===== src/rtl/mem_burst_master.sv =====
// Burst initiator for the single-port valid/ready memory interface.
// Issues one memory transaction per beat with an incrementing data pattern and checks read data.
module mem_burst_master #(
  parameter int unsigned WIDTH      = 16,
  parameter int unsigned ADDR_WIDTH = 8,
  parameter int unsigned TIMEOUT    = 15
) (
  input  logic                  clk_i,
  input  logic                  rst_i,
  input  logic                  cmd_valid_i,
  output logic                  cmd_ready_o,
  input  logic                  cmd_wr_i,
  input  logic [ADDR_WIDTH-1:0] cmd_addr_i,
  input  logic [ADDR_WIDTH:0]   cmd_len_i,
  input  logic [WIDTH-1:0]      cmd_seed_i,
  input  logic                  cmd_check_i,
  output logic [ADDR_WIDTH-1:0] mem_addr_o,
  output logic [WIDTH-1:0]      mem_wdata_o,
  output logic                  mem_wr_rd_o,
  output logic                  mem_valid_o,
  input  logic [WIDTH-1:0]      mem_rdata_i,
  input  logic                  mem_ready_i,
  output logic [WIDTH-1:0]      rd_data_o,
  output logic                  rd_valid_o,
  output logic                  done_o,
  output logic                  err_o,
  output logic [ADDR_WIDTH:0]   mismatch_cnt_o
);

  localparam int unsigned LW = ADDR_WIDTH + 1;
  localparam int unsigned TW = (TIMEOUT > 0) ? $clog2(TIMEOUT + 1) : 1;

  typedef enum logic [1:0] {
    ST_IDLE  = 2'd0,
    ST_ISSUE = 2'd1,
    ST_WAIT  = 2'd2,
    ST_DONE  = 2'd3
  } state_t;

  state_t                state_q, state_nxt;
  logic                  accept, beat_ok, tmo_hit, last_beat;

  logic                  cmd_ready_q, mem_valid_q, done_q, rd_valid_q, err_q;
  logic                  wr_q, check_q;
  logic [LW-1:0]         len_q, idx_q, mism_q;
  logic [ADDR_WIDTH-1:0] addr_q;
  logic [WIDTH-1:0]      wdata_q, rd_data_q;
  logic [TW-1:0]         tmo_q;

  // State register
  always_ff @(posedge clk_i or negedge rst_i) begin
    if (!rst_i) state_q <= ST_IDLE;
    else        state_q <= state_nxt;
  end

  // Next-state and per-cycle control strobes
  always_comb begin
    state_nxt = state_q;
    accept    = 1'b0;
    beat_ok   = 1'b0;
    tmo_hit   = 1'b0;
    last_beat = ((idx_q + LW'(1)) == len_q);
    unique case (state_q)
      ST_IDLE: begin
        if (cmd_valid_i) begin
          accept    = 1'b1;
          state_nxt = (cmd_len_i == '0) ? ST_DONE : ST_ISSUE;
        end
      end
      ST_ISSUE: state_nxt = ST_WAIT;
      ST_WAIT: begin
        if (mem_ready_i) begin
          beat_ok   = 1'b1;
          state_nxt = last_beat ? ST_DONE : ST_ISSUE;
        end else if (tmo_q == TW'(TIMEOUT)) begin
          tmo_hit   = 1'b1;
          state_nxt = ST_DONE;
        end
      end
      ST_DONE: state_nxt = ST_IDLE;
      default: state_nxt = ST_IDLE;
    endcase
  end

  // Datapath; state-decoded outputs are registered from the next state
  always_ff @(posedge clk_i or negedge rst_i) begin
    if (!rst_i) begin
      cmd_ready_q <= 1'b1;
      mem_valid_q <= 1'b0;
      done_q      <= 1'b0;
      rd_valid_q  <= 1'b0;
      err_q       <= 1'b0;
      wr_q        <= 1'b0;
      check_q     <= 1'b0;
      len_q       <= '0;
      idx_q       <= '0;
      mism_q      <= '0;
      addr_q      <= '0;
      wdata_q     <= '0;
      rd_data_q   <= '0;
      tmo_q       <= '0;
    end else begin
      cmd_ready_q <= (state_nxt == ST_IDLE);
      mem_valid_q <= (state_nxt == ST_ISSUE);
      done_q      <= (state_nxt == ST_DONE);
      rd_valid_q  <= 1'b0;

      if (accept) begin
        wr_q    <= cmd_wr_i;
        check_q <= cmd_check_i;
        len_q   <= cmd_len_i;
        addr_q  <= cmd_addr_i;
        wdata_q <= cmd_seed_i;
        idx_q   <= '0;
        err_q   <= 1'b0;
        mism_q  <= '0;
      end

      if (state_q == ST_ISSUE)
        tmo_q <= '0;
      else if ((state_q == ST_WAIT) && !mem_ready_i && !tmo_hit)
        tmo_q <= tmo_q + TW'(1);

      // wdata_q always equals seed+index, so it doubles as the read reference
      if (beat_ok) begin
        idx_q   <= idx_q + LW'(1);
        addr_q  <= addr_q + ADDR_WIDTH'(1);
        wdata_q <= wdata_q + WIDTH'(1);
        if (!wr_q) begin
          rd_data_q  <= mem_rdata_i;
          rd_valid_q <= 1'b1;
          if (check_q && (mem_rdata_i != wdata_q) && (mism_q != {LW{1'b1}}))
            mism_q <= mism_q + LW'(1);
        end
      end

      if (tmo_hit) err_q <= 1'b1;
    end
  end

  assign cmd_ready_o    = cmd_ready_q;
  assign mem_addr_o     = addr_q;
  assign mem_wdata_o    = wdata_q;
  assign mem_wr_rd_o    = wr_q;
  assign mem_valid_o    = mem_valid_q;
  assign rd_data_o      = rd_data_q;
  assign rd_valid_o     = rd_valid_q;
  assign done_o         = done_q;
  assign err_o          = err_q;
  assign mismatch_cnt_o = mism_q;

endmodule

===== config.mk =====
export PLATFORM = sky130hd
export DESIGN_NAME = mem_burst_master
export DESIGN_NICKNAME = d
export VERILOG_FILES = /design/src/rtl/mem_burst_master.sv
export SDC_FILE = /design/constraint.sdc
export NUM_CORES = 1
export LEC_CHECK = 0
export ABC_AREA = 1
export CELL_PAD_IN_SITES_DETAIL_PLACEMENT = 1
export CELL_PAD_IN_SITES_GLOBAL_PLACEMENT = 2
export CORE_MARGIN = 1.5
export CORE_UTILIZATION = 25
export DETAILED_ROUTE_END_ITERATION = 8
export GPL_TIMING_DRIVEN = 0
export PLACE_DENSITY_LB_ADDON = 0.08
export SETUP_SLACK_MARGIN = 0.5
export SYNTH_ARGS = -nofsm -noshare
export SYNTH_HDL_FRONTEND = slang
export SYNTH_SLANG_ARGS = --single-unit

===== constraint.sdc =====
create_clock -name clk_i -period 1.8 [get_ports clk_i]
set_input_delay 0.18 -clock clk_i [delete_from_list [all_inputs] [get_ports clk_i]]
set_output_delay 0.18 -clock clk_i [all_outputs]
set_load 0.03 [all_outputs]

# Word-level counts from Yosys, hierarchy flattened
# Index checks and enable logic that the tools add are counted.
[totals] register_bits=80 latchBits=0 ram_bits=0 mem_bits_ro=0 output_inout_bits=55 n_memories=0
[op_classes] n_addsub=5 multipliers=0 n_div=0 n_lt_le_gt_ge=0 eq_ne=9 shifts=0 muxes=29 bitwise_logic=1 n_reduce_logical=13
[ops] operator="9-bit two-way mux" count=6
[ops] operator="16-bit two-way mux" count=2
[ops] operator="9-bit by 1-bit adder with 9-bit output, second input constant" count=2
[ops] operator="16-bit by 1-bit adder with 16-bit output, second input constant" count=1
[ops] operator="8-bit two-way mux" count=2
[ops] operator="16-bit inequality test" count=1
[ops] operator="1-bit two-way mux" count=11
[ops] operator="2-bit two-way mux" count=5
[ops] operator="9-bit == test" count=1
[ops] operator="9-bit zero test" count=1
[ops] operator="9-bit inequality test, second input constant" count=1
[ops] operator="8-bit by 1-bit adder with 8-bit output, second input constant" count=1
[ops] operator="4-bit two-way mux" count=2
[ops] operator="2-bit case mux with 4 select lines" count=1
[ops] operator="2-bit == test, second input constant" count=3
[ops] operator="2-bit nonzero test" count=3
[ops] operator="4-bit by 1-bit adder with 4-bit output, second input constant" count=1
[ops] operator="2-bit by 1-bit == test with 1-bit output, second input constant" count=2
[ops] operator="4-bit == test, second input constant" count=1
[ops] operator="1-bit logical AND" count=4
[ops] operator="2-bit zero test" count=2
[ops] operator="1-bit zero test" count=2
[ops] operator="2-bit AND reduction" count=1
[ops] operator="1-bit NOT" count=1

# Longest topological paths before layout
[depth] ltp_word=8 depth_mapped=13 mapped_depth_nobuf=12

# Least setup slack after synthesis
# Ideal clock, no wire load.
[synth_timing] kind="flip-flop to flip-flop" from="register mism_q[0], in the netlist mismatch_cnt_o[0]" to="register mism_q[0], in the netlist mismatch_cnt_o[0]" setup_time_ps=76 arrival_time_ps=1939 required_time_ps=1724 path_slack_ps=-215 path_stages_with_launch=11 period_less_slack_ps=2015 path_cell_list="dfrtp_1 > ha_1 > nand3_1 > nand3b_1 > nor3b_1 > ha_1 > inv_1 > nand4_4 > buf_6 > nand3_1 > o21ai_2"
[synth_via] elab_chain_len=5
[synth_rtl] item="start, declared" line_no="45" rtl="logic [LW-1:0] len_q, idx_q, mism_q;"
[synth_rtl] item="start signal, assigned" line_no="133" rtl="mism_q <= mism_q + LW'(1);"
[synth_rtl] item="parallel branches: the longest is 4 deep, another holds 9-bit by 1-bit adder with 9-bit output"
[synth_rtl] item="9-bit two-way mux *" line_no="125" rtl="if (beat_ok) begin"
# Mark *: on every way between the ends.
# A chain may end at the register's enable or synchronous reset.

# Worst setup path after layout
[layout_timing] from="register state_q[0]" to="register mism_q[6], in the netlist mismatch_cnt_o[6]"
[layout_via] elab_chain_len=6
[layout_rtl] item="start, declared" line_no="40" rtl="state_t state_q, state_nxt;"
[layout_rtl] item="start signal, assigned" line_no="53" rtl="else state_q <= state_nxt;"
[layout_rtl] item="2-bit zero test" line_no="63" rtl="unique case (state_q)"
[layout_rtl] item="1-bit two-way mux" line_no="63"
[layout_rtl] item="9-bit two-way mux" line_no="108" rtl="if (accept) begin"
[layout_rtl] item="9-bit two-way mux" line_no="132" rtl="if (check_q && (mem_rdata_i != wdata_q) && (mism_q != {LW{1'b1}}))"
[layout_rtl] item="9-bit two-way mux" line_no="129" rtl="if (!wr_q) begin"
[layout_rtl] item="9-bit two-way mux *" line_no="125"
# Every way passes the cells marked *; elsewhere a longest branch is shown, timed or not.

==> out/qor.yml <==
area_delta_synth_final_pct: 81.5
gr-total-overflow: 0
reg2reg_slack_ns: 0.05
detail_route.first_pass.iterations: 4
hold_class: "in2async"
cts_tree: "yes"
p_leak_nw: 3.60
synthTopCellsByCount: "168 x nand2_1, 82 x inv_1, 79 x dfrtp_1, 50 x o21ai_0, 45 x nor2_1"
layout-drive-gt1-share_pct: 42.6
worst_setup_path_end_kind: "flip-flop"
slew_headroom_pct: 66.1
maxCapViolations: 0
critPathSlowestCell: "dfrtp_1"
cp_num_buf_inv: 5
hpwl_um: 11800
clk_path_buf_depth: 2
fin_nets: 847
fin_util_pct: 46.2
core-area_um2: 17200
setup_violations: 0
syn_area_um2: 4390
gp_congestion: 0.736
synthTopCellsByArea: "dfrtp_1 45%, nand2_1 14%, inv_1 7.0%"
synth_top_area_share_pct: 45.1
routed_wl_um: 17800
critical_path.max_stage_delay_ns: 0.41
cp_data_required_time_ns: 2.04
r2r_end: "mismatch_cnt_o[6]"
root_buffer: "clkbuf_16"
ys_warn_count: 0
clk_latency_ns: 0.34
fp-row-count: 48
synth_most_common_cell: "nand2_1"
die_y_um: 135
ios: 110
htreeDepth: 3
hold_violations: 0
worst_clock_skew_ns: 0.00562
syn_inst: 588
synth_top_cell_by_area: "dfrtp_1"
syn_nets: 649
grt_pass1_wl_um: 26700
critical_path_class: "reg2reg"
synth_edf_count: 0
clk_pin_slew_worst_paths_ns: 0.06
numCtsBuffers: 9
clkSinkCount: 80
final_max_slew_viol_count: 0
path_cells: "nor2_4 > inv_2 > nor2_4 > inv_4 > or2_4 > buf_6 > clkinv_4 > nand4_4 > buf_6 > nand3_1 > o21ai_2"
ys.flop_type: "dfrtp_1"
dieArea_um2: 18300
drt_iter0_markers: 196
max_freq_mhz: 571
port_buffers: 109
start_util_pct: 25.4
outcome: "finished clean"
powerDensity_nw_per_um2: 1560
synth-seq-cells: 80
grt_pass1_vias: 4901
async_flop_share_pct: 100
worstMarginPinSlew_ns: 0.507
via_per_inst: 4.71
synth_cell_types: 37
r2r_cells: 11
vdd_drop_max_uv: 636
place_ws_ns: -0.322
p_total_mw: 12.4
drc: 0
grt_max_degree: 54
r2r_start: "state_q[0]"
num_antenna_cells: 0
synth_seq_area_share_pct: 45.7
layout_setup_ws_ns: 0.0490
ant_nets: 0
arrival_ns: 1.99
die_w_um: 135
crit_fanout: 5
period_needed_ns: 1.75
critPathTopFamily: "simple AND/OR/NAND/NOR gates"
groute.usage.overall_pct: 19.1
post-route-period-util_pct: 97.3
start_kind: "flip-flop"
rsz0062_at_grt: "yes"
antenna_found_initial: 0
wire_per_inst_um: 17.5
synth_area_per_cell_um2: 7.46
vias: 4789
[kinds of logic (layout without fill, tap and decap cells)]
group | count (synthesis) | count (layout) | share of synthesized area (%)
DFF | 80 | 80 | 45.7
AOI/OAI and AO/OA | 101 | 101 | 13.2
adders and majority gates | 6 | 6 | 1.71
buffers and inverters | 105 | 308 | 9.39
and+or+nand+nor | 286 | 286 | 28.0
xor gates and xnor gates | 10 | 10 | 2.00
[repair_timing]
action                                  in CTS  in global routing
setup buffers                               41                 23
endpoints found under the hold margin       27                  0
gates resized for setup                    291                201
endpoints found under the setup margin     134                108
pin swaps                                   32                 44
hold buffers                                 1                  0
cloned                                       8                  4
[state kept, by name, indices dropped and copies added (netlist names), 2 cells and up]
signal          cells
mem_wdata_o        16
rd_data_o          16
idx_q               9
len_q               9
mismatch_cnt_o      9
mem_addr_o          8
tmo_q               4
state_q             2
[worst max-delay path by stage]
stage | start | endpoint | slack [ns] | cells after the start
floorplan | mismatch_cnt_o[0] | mismatch_cnt_o[6] | -0.02 | 10
global placement | rst_i | mismatch_cnt_o[0] | -3.19 | 1
detailed placement | mem_ready_i | mismatch_cnt_o[5] | -0.32 | 11
CTS | mismatch_cnt_o[0] | mismatch_cnt_o[0] | 0.08 | 10
finish | state_q[0] | mismatch_cnt_o[6] | 0.05 | 11
global route | state_q[1] | mismatch_cnt_o[0] | -0.03 | 12
[per-layer routing]
layer | part of all wire (%) | up-vias | track usage, %
met1 | 41 | 2350 | 23.1
met5 | 0 | - | 0
met3 | 4.2 | 19 | 4.19
met2 | 53 | 111 | 34.3
met4 | 1.5 | 0 | 4.72
li1 | - | 2309 | -
[report_power, final]
part | total (mW) | switching [mW] | internal [mW]
registers | 3.32 | 0.783 | 2.53
clock network | 1.78 | 0.773 | 1.01
logic | 7.32 | 4.01 | 3.32
[through the flow]
step,area (um^2),cells,TNS (ns),hold slack [ns]
final,7960,1016,0,0.317
after global routing,7960,1016,-0.150,0.342
after CTS,7270,989,0,0.328
after detailed placement,5980,923,-8.24,0.153
after global placement,5960,922,-238.47,0.467
after floorplan,4590,588,-0.0939,-0.116
[cell usage in the layout (no fill, tap or decap), types with 4 or more instances in the layout]
| master | Yosys | final |
|---|---|---|
| nand2_1 | 168 | 131 |
| inv_1 | 82 | 71 |
| dfrtp_1 | 79 | 53 |
| clkdlybuf4s50_1 | 0 | 53 |
| buf_4 | 0 | 38 |
| nand3_1 | 41 | 30 |
| buf_6 | 1 | 29 |
| nor2_1 | 45 | 26 |
| dfrtp_2 | 0 | 26 |
| nand2_2 | 0 | 25 |
| o21ai_1 | 4 | 24 |
| o21ai_2 | 2 | 23 |
| clkbuf_16 | 0 | 23 |
| clkdlybuf4s15_2 | 0 | 16 |
| buf_2 | 4 | 15 |
| nor2_2 | 0 | 12 |
| nand2_4 | 0 | 10 |
| clkdlybuf4s15_1 | 0 | 10 |
| inv_2 | 3 | 9 |
| nor2_4 | 2 | 9 |
| buf_8 | 0 | 9 |
| nand4_1 | 9 | 9 |
| clkbuf_2 | 0 | 9 |
| buf_12 | 0 | 8 |
| a21oi_2 | 0 | 8 |
| nand3_2 | 0 | 7 |
| xor2_1 | 7 | 7 |
| o21ai_0 | 50 | 7 |
| o22ai_2 | 0 | 7 |
| o211ai_1 | 7 | 7 |
| a21oi_1 | 17 | 6 |
| nand3b_1 | 5 | 5 |
| nand3_4 | 0 | 4 |
| o221ai_2 | 0 | 4 |
| nor3_2 | 0 | 4 |
[layout make-up]
class / instances / area [um^2]
fillers: 1979 / 9280
inverters: 86 / 343
clock buffers: 13 / 260
flip-flops and latches: 80 / 2040
well taps: 225 / 282
repair buffers: 187 / 1900
plain buffers: 19 / 375
multi-input cells: 403 / 2750
clock inverters: 3 / 17.5
(Power assumes the default switching activity.)
